==> src/rtl/gray_cnt_ctrl_if.sv <==
// Command channel for gray_cnt_ctrl.
// Signals:
//   cmd_valid - requester has a command
//   cmd_ready - sequencer can take a command (IDLE only)
//   cmd_op    - 00 CLEAR, 01 LOAD, 10 RUN_UP, 11 RUN_DOWN
//   cmd_data  - LOAD value, binary-coded
//   cmd_steps - RUN step count
// Modports: master (requester side), slave (sequencer side).
interface gray_cnt_ctrl_if #(
  parameter int unsigned DATA_WIDTH = 4,
  parameter int unsigned CNT_WIDTH  = 8
);
  logic                  cmd_valid;
  logic                  cmd_ready;
  logic [1:0]            cmd_op;
  logic [DATA_WIDTH-1:0] cmd_data;
  logic [CNT_WIDTH-1:0]  cmd_steps;

  modport master (
    output cmd_valid,
    output cmd_op,
    output cmd_data,
    output cmd_steps,
    input  cmd_ready
  );

  modport slave (
    input  cmd_valid,
    input  cmd_op,
    input  cmd_data,
    input  cmd_steps,
    output cmd_ready
  );
endinterface

==> src/rtl/gray_cnt_ctrl.sv <==
// Command-driven sequencer for a Gray counter register.
// Accepts CLEAR / LOAD / RUN_UP / RUN_DOWN over a valid/ready channel, steps the Gray value
// one code per cycle while running (pausing on i_hold), and pulses done/wrap.
// Ports:
//   i_clk    - clock, rising edge
//   i_rst    - synchronous active-high reset
//   cmd      - command channel (slave side)
//   i_hold   - pause stepping while high (RUN only)
//   gray_out - registered Gray count
//   busy     - high in RUN
//   done     - one-cycle pulse in the cycle after a command completes
//   wrap     - one-cycle pulse when the count has just wrapped
module gray_cnt_ctrl #(
  parameter int unsigned DATA_WIDTH = 4,
  parameter int unsigned CNT_WIDTH  = 8
) (
  input  logic                  i_clk,
  input  logic                  i_rst,
  gray_cnt_ctrl_if.slave        cmd,
  input  logic                  i_hold,
  output logic [DATA_WIDTH-1:0] gray_out,
  output logic                  busy,
  output logic                  done,
  output logic                  wrap
);

  typedef enum logic [1:0] {StIdle, StRun, StDone} state_e;

  state_e                r_state;
  logic [DATA_WIDTH-1:0] r_gray;
  logic [CNT_WIDTH-1:0]  r_remaining;
  logic                  r_dir_down;
  logic                  r_wrap;

  logic [DATA_WIDTH-1:0] w_bin;
  logic [DATA_WIDTH-1:0] w_bin_next;
  logic [DATA_WIDTH-1:0] w_gray_next;
  logic                  w_wrap_next;

  function automatic logic [DATA_WIDTH-1:0] bin2gray(input logic [DATA_WIDTH-1:0] b);
    return b ^ (b >> 1);
  endfunction

  function automatic logic [DATA_WIDTH-1:0] gray2bin(input logic [DATA_WIDTH-1:0] g);
    logic [DATA_WIDTH-1:0] b;
    b[DATA_WIDTH-1] = g[DATA_WIDTH-1];
    for (int i = DATA_WIDTH - 2; i >= 0; i--) begin
      b[i] = b[i+1] ^ g[i];
    end
    return b;
  endfunction

  // Step in binary and re-encode, so each advance flips exactly one Gray bit.
  always_comb begin
    w_bin       = gray2bin(r_gray);
    w_bin_next  = r_dir_down ? (w_bin - DATA_WIDTH'(1)) : (w_bin + DATA_WIDTH'(1));
    w_gray_next = bin2gray(w_bin_next);
    w_wrap_next = r_dir_down ? (w_bin == '0) : (w_bin == '1);
  end

  always_ff @(posedge i_clk) begin
    if (i_rst) begin
      r_state     <= StIdle;
      r_gray      <= '0;
      r_remaining <= '0;
      r_dir_down  <= 1'b0;
      r_wrap      <= 1'b0;
    end else begin
      r_wrap <= 1'b0;
      unique case (r_state)
        StIdle: begin
          if (cmd.cmd_valid) begin
            case (cmd.cmd_op)
              2'b00: begin
                r_gray  <= '0;
                r_state <= StDone;
              end
              2'b01: begin
                r_gray  <= bin2gray(cmd.cmd_data);
                r_state <= StDone;
              end
              default: begin
                if (cmd.cmd_steps == '0) begin
                  r_state <= StDone;
                end else begin
                  r_remaining <= cmd.cmd_steps;
                  r_dir_down  <= cmd.cmd_op[0];
                  r_state     <= StRun;
                end
              end
            endcase
          end
        end
        StRun: begin
          if (!i_hold) begin
            r_gray      <= w_gray_next;
            r_wrap      <= w_wrap_next;
            r_remaining <= r_remaining - CNT_WIDTH'(1);
            if (r_remaining == CNT_WIDTH'(1)) begin
              r_state <= StDone;
            end
          end
        end
        StDone:  r_state <= StIdle;
        default: r_state <= StIdle;
      endcase
    end
  end

  assign cmd.cmd_ready = (r_state == StIdle);
  assign busy          = (r_state == StRun);
  assign done          = (r_state == StDone);
  assign gray_out      = r_gray;
  assign wrap          = r_wrap;

endmodule

==> src/flat_wrapper.sv <==
// flat-port wrapper written by rule: the top's interface ports become plain ports
module gray_cnt_ctrl_flat 
#(
  parameter int unsigned DATA_WIDTH = 4,
  parameter int unsigned CNT_WIDTH  = 8
)
  (i_clk, i_rst, i_hold, gray_out, busy, done, wrap, cmd_cmd_valid, cmd_cmd_op, cmd_cmd_data, cmd_cmd_steps, cmd_cmd_ready);
  gray_cnt_ctrl_if #(.DATA_WIDTH(DATA_WIDTH), .CNT_WIDTH(CNT_WIDTH)) cmd_i ();
  input  logic i_clk;
  input  logic i_rst;
  input  logic i_hold;
  output logic [DATA_WIDTH-1:0] gray_out;
  output logic busy;
  output logic done;
  output logic wrap;
  input wire logic [$bits(cmd_i.cmd_valid)-1:0] cmd_cmd_valid;
  input wire logic [$bits(cmd_i.cmd_op)-1:0] cmd_cmd_op;
  input wire logic [$bits(cmd_i.cmd_data)-1:0] cmd_cmd_data;
  input wire logic [$bits(cmd_i.cmd_steps)-1:0] cmd_cmd_steps;
  output wire logic [$bits(cmd_i.cmd_ready)-1:0] cmd_cmd_ready;
  assign cmd_i.cmd_valid = cmd_cmd_valid;
  assign cmd_i.cmd_op = cmd_cmd_op;
  assign cmd_i.cmd_data = cmd_cmd_data;
  assign cmd_i.cmd_steps = cmd_cmd_steps;
  assign cmd_cmd_ready = cmd_i.cmd_ready;
  gray_cnt_ctrl #(.DATA_WIDTH(DATA_WIDTH), .CNT_WIDTH(CNT_WIDTH)) u_core (.i_clk(i_clk), .i_rst(i_rst), .cmd(cmd_i), .i_hold(i_hold), .gray_out(gray_out), .busy(busy), .done(done), .wrap(wrap));
endmodule
==> config.mk <==
export PLATFORM = sky130hd
export DESIGN_NAME = gray_cnt_ctrl_flat
export DESIGN_NICKNAME = d
export VERILOG_FILES = /design/src/rtl/gray_cnt_ctrl_if.sv /design/src/rtl/gray_cnt_ctrl.sv /design/src/flat_wrapper.sv
export SDC_FILE = /design/constraint.sdc
export NUM_CORES = 1
export LEC_CHECK = 0
export BUFFER_PORTS_ARGS = -buffer_cell sky130_fd_sc_hd__buf_2
export CAP_MARGIN = 20
export CORE_ASPECT_RATIO = 1.4
export CORE_MARGIN = 2
export CORE_UTILIZATION = 45
export DETAILED_ROUTE_END_ITERATION = 10
export PLACE_DENSITY = 0.68
export SLEW_MARGIN = 5
export SYNTH_ARGS = -nofsm -noshare
export SYNTH_HDL_FRONTEND = slang
export SYNTH_SLANG_ARGS = --single-unit
==> constraint.sdc <==
create_clock -name i_clk -period 2.9 [get_ports i_clk]
set_clock_uncertainty 0.2 [all_clocks]
set_input_delay 0.145 -clock i_clk [delete_from_list [all_inputs] [get_ports i_clk]]
set_output_delay 0.145 -clock i_clk [all_outputs]
set_load 0.005 [all_outputs]
==> impl_metrics.csv <==
group,metric,value,unit
synth,syn_area_per_cell,7.78,um2
clocking,numCtsBuffers,3,
synth,yosys.cell_types.count,41,
clocking,cts.path.max_buffers,2,
synth,synthesis.nets,176,
drt,drc,0,
synth,synth_area_leaders,"dfxtp_1, ha_1, a21oi_1",
sta,fmax,400,MHz
worst_setup_path,criticalPathCategory,"flip-flop to flip-flop",
drt,vias_per_cell,5.65,
sta,final_hold_viol_count,0,
global_routing,antenna_found_initial,0,
worst_setup_path,crit_family,"adder cells",
global_routing,grt_overflow_total,0,
worst_setup_path,cp.buffers_inverters,1,
worst_setup_path,crit_path_frequent_cell,"ha_1",
clocking,clkTransAtPathRegs,0.09,ns
worst_setup_path,worstPathArrival,2.48,ns
sta,fin_crit,2.50,ns
sta,grt_setup_unrepaired,"false",
synth,ys_warn_count,0,
synth,syn-instance-count,150,
clocking,htree_levels,1,
drt,drt_wl_total,2850,um
global_routing,grt_pass1_vias,1169,
drt,met3_length,89,um
synth,yosysSeqAreaShare,27.4,%
placed_design,gp_congestion,0.824,
drt,dr.pass1.iters,4,
clocking,numClockSinks,16,
cells_and_area,final_cell_mix,"buf_2, dfxtp_1, a21oi_1",
drt,wl_met2,1570,um
drt,wl_met1,1160,um
clocking,cts_tree,"done",
worst_setup_path,critPathMaxStageDelay,0.38,ns
die,die_w,47.0,um
sta,report.final.slew_viol_count,0,
worst_setup_path,crit_fanout,4,
worst_setup_path,startpoint_type,"flip-flop",
placed_design,dp_cells,204,
global_routing,grt_start_max_net_pins,18,
die,ios,26,
sta,setup_viol,0,
cells_and_area,area_delta_synth_final,16.4,%
cells_and_area,antenna_cells,0,
drt,drt.antenna.violating_nets,0,
drt,vias,1180,
placed_design,place_hpwl,2210,um
clocking,cts_root_buf,"clkbuf_4",
die,rows,21,
die,start_util,48.3,%
sta,max_slew_margin,57.7,%
power,power_density,508,nW/um2
sta,tightest_slew,0.635,ns
status,status,"finished clean",
worst_setup_path,endpoint_kind,"flip-flop",
placed_design,io_buffers,25,
synth,synth_edf_count,0,
worst_setup_path,slowest_stage,"dfxtp_1",
sta,fin_crit_sh,86.1,%
synth,synthDominantCellAreaShare,27.4,%
worst_setup_path,required,2.88,ns
sta,fin_setup_tns,0,ns
global_routing,grtUsageTotal,21.5,%
cells_and_area,drive_above_1_share,20.0,%
die,dieArea,3020,um2
min_path,hold_class,"primary input to flip-flop",
synth,synth_ff_type,"dfxtp_1",
clocking,clock_latency,0.28,ns
flow_run,drv_cap,0,
die,fp.dieH,64.3,um
power,p_leak,0.000585,uW
worst_setup_path,crit_chain,"inv_1 -> ha_1 -> xor2_1 -> ha_1 -> nand3b_1 -> nand2_1 -> xnor2_1 -> and3_1 -> o31a_1",
cells_and_area,finalNetCount,203,
die,coreArea,2420,um2
drt,drt_iter0_drc,17,
global_routing,grt_pass1_wl,4800,um
synth,netlist_area,1170,um2
synth,yosys.area.top_type,"dfxtp_1",
cells_and_area,layoutNonFillerInstCount,209,
power,peakVddDrop,0.261,mV
synth,ys_seq_elements,16,
drt,top_layer,"met4",
drt,post_drt_wl_per_cell,13.7,um
synth,synth-async-reset-ratio,0,%
cells_and_area,mostFrequentLayoutCell,"buf_2",
## stage by stage
step                      hold WS (ns)  area, um2  setup slack (ns)  power [uW]  utilization (%)
final                           0.0343       1360             0.402         690             56.2
after global routing            0.0213       1360             0.260         750             56.2
after CTS                       0.0240       1360             0.377         698             56.2
after detailed placement         0.135       1320             0.390         580             54.5
after global placement           0.138       1320             0.509         568             54.5
after floorplan                 0.0235       1170             0.552         497                -
## sequential cells by signal, indices dropped and copies added, names as in the netlist
name,flops
u_core.r_state,2
u_core.gray_out,4
u_core.r_remaining,8
u_core.wrap,1
u_core.r_dir_down,1
## what timing repair did
action                                 4_1_cts  5_1_grt
gates resized for setup                      0        0
setup buffers                                0        0
hold buffers                                 2        0
endpoints found under the hold margin        2        0
## final timing paths
| kind | startpoint | end | slack [ns] | cells after the start |
|---|---|---|---|---|
| worst max-delay path | u_core.gray_out[3] | u_core.gray_out[2] | 0.40 | 9 |
| worst min-delay path | cmd_cmd_steps[0] | u_core.r_remaining[0] | 0.03 | 4 |
| worst max register to register | u_core.gray_out[3] | u_core.gray_out[2] | 0.40 | 9 |
| worst min register to register | u_core.r_remaining[7] | u_core.r_remaining[7] | 0.28 | 2 |
## report_power, final
group          leakage [uW]  total, uW  switching, uW  internal, uW
sequential         0.000131        269           27.4           242
combinational      0.000440        307            169           138
clock             0.0000138        114           66.0          48.1
total              0.000585        690            262           428
## logic make-up (layout without fill, tap and decap cells)
group / Yosys count / after routing / share of synthesized area [%]
AND/OR/NAND/NOR: 56 / 56 / 24.7
XOR/XNOR: 10 / 10 / 9.97
flip-flops: 16 / 16 / 27.4
adder cells (fa/ha/maj): 8 / 8 / 8.57
buffers and inverters: 16 / 41 / 5.47
AO/OA/AOI/OAI: 44 / 44 / 23.9
## tightest hold or removal path, stage by stage
cell	delay [ns]
buf_2	0.10
inv_1	0.06
a211o_1	0.11
a21oi_1	0.05
## layout make-up
type / instances / area (um2)
Clock buffer: 3 / 22.5
Fill cell: 260 / 1060
Inverter: 10 / 37.5
Multi-Input combinational cell: 118 / 783
Sequential cell: 16 / 320
Tap cell: 34 / 42.5
Timing Repair Buffer: 28 / 153
## Yosys cell counts (all sizes together), types with 2 or more instances
cell type	number
dfxtp	16
a22oi	2
a21boi	2
a211oi	3
nand3b	2
or2	3
o21ai	11
a21oi	15
a21o	4
ha	8
xor2	2
nor3	9
nor3b	2
buf	5
nor2	15
nand3	3
nor4	4
nand2	10
inv	9
xnor3	2
nor2b	3
xnor2	6
## metal layers
| layer | vias to the layer above | global-route usage [%] |
|---|---|---|
| met5 | - | 0 |
| met1 | 569 | 22.5 |
| met3 | 4 | 2.54 |
| li1 | 582 | - |
| met2 | 25 | 39.7 |
| met4 | 0 | 9.03 |
Note: power is estimated with default switching activity, not from simulation.
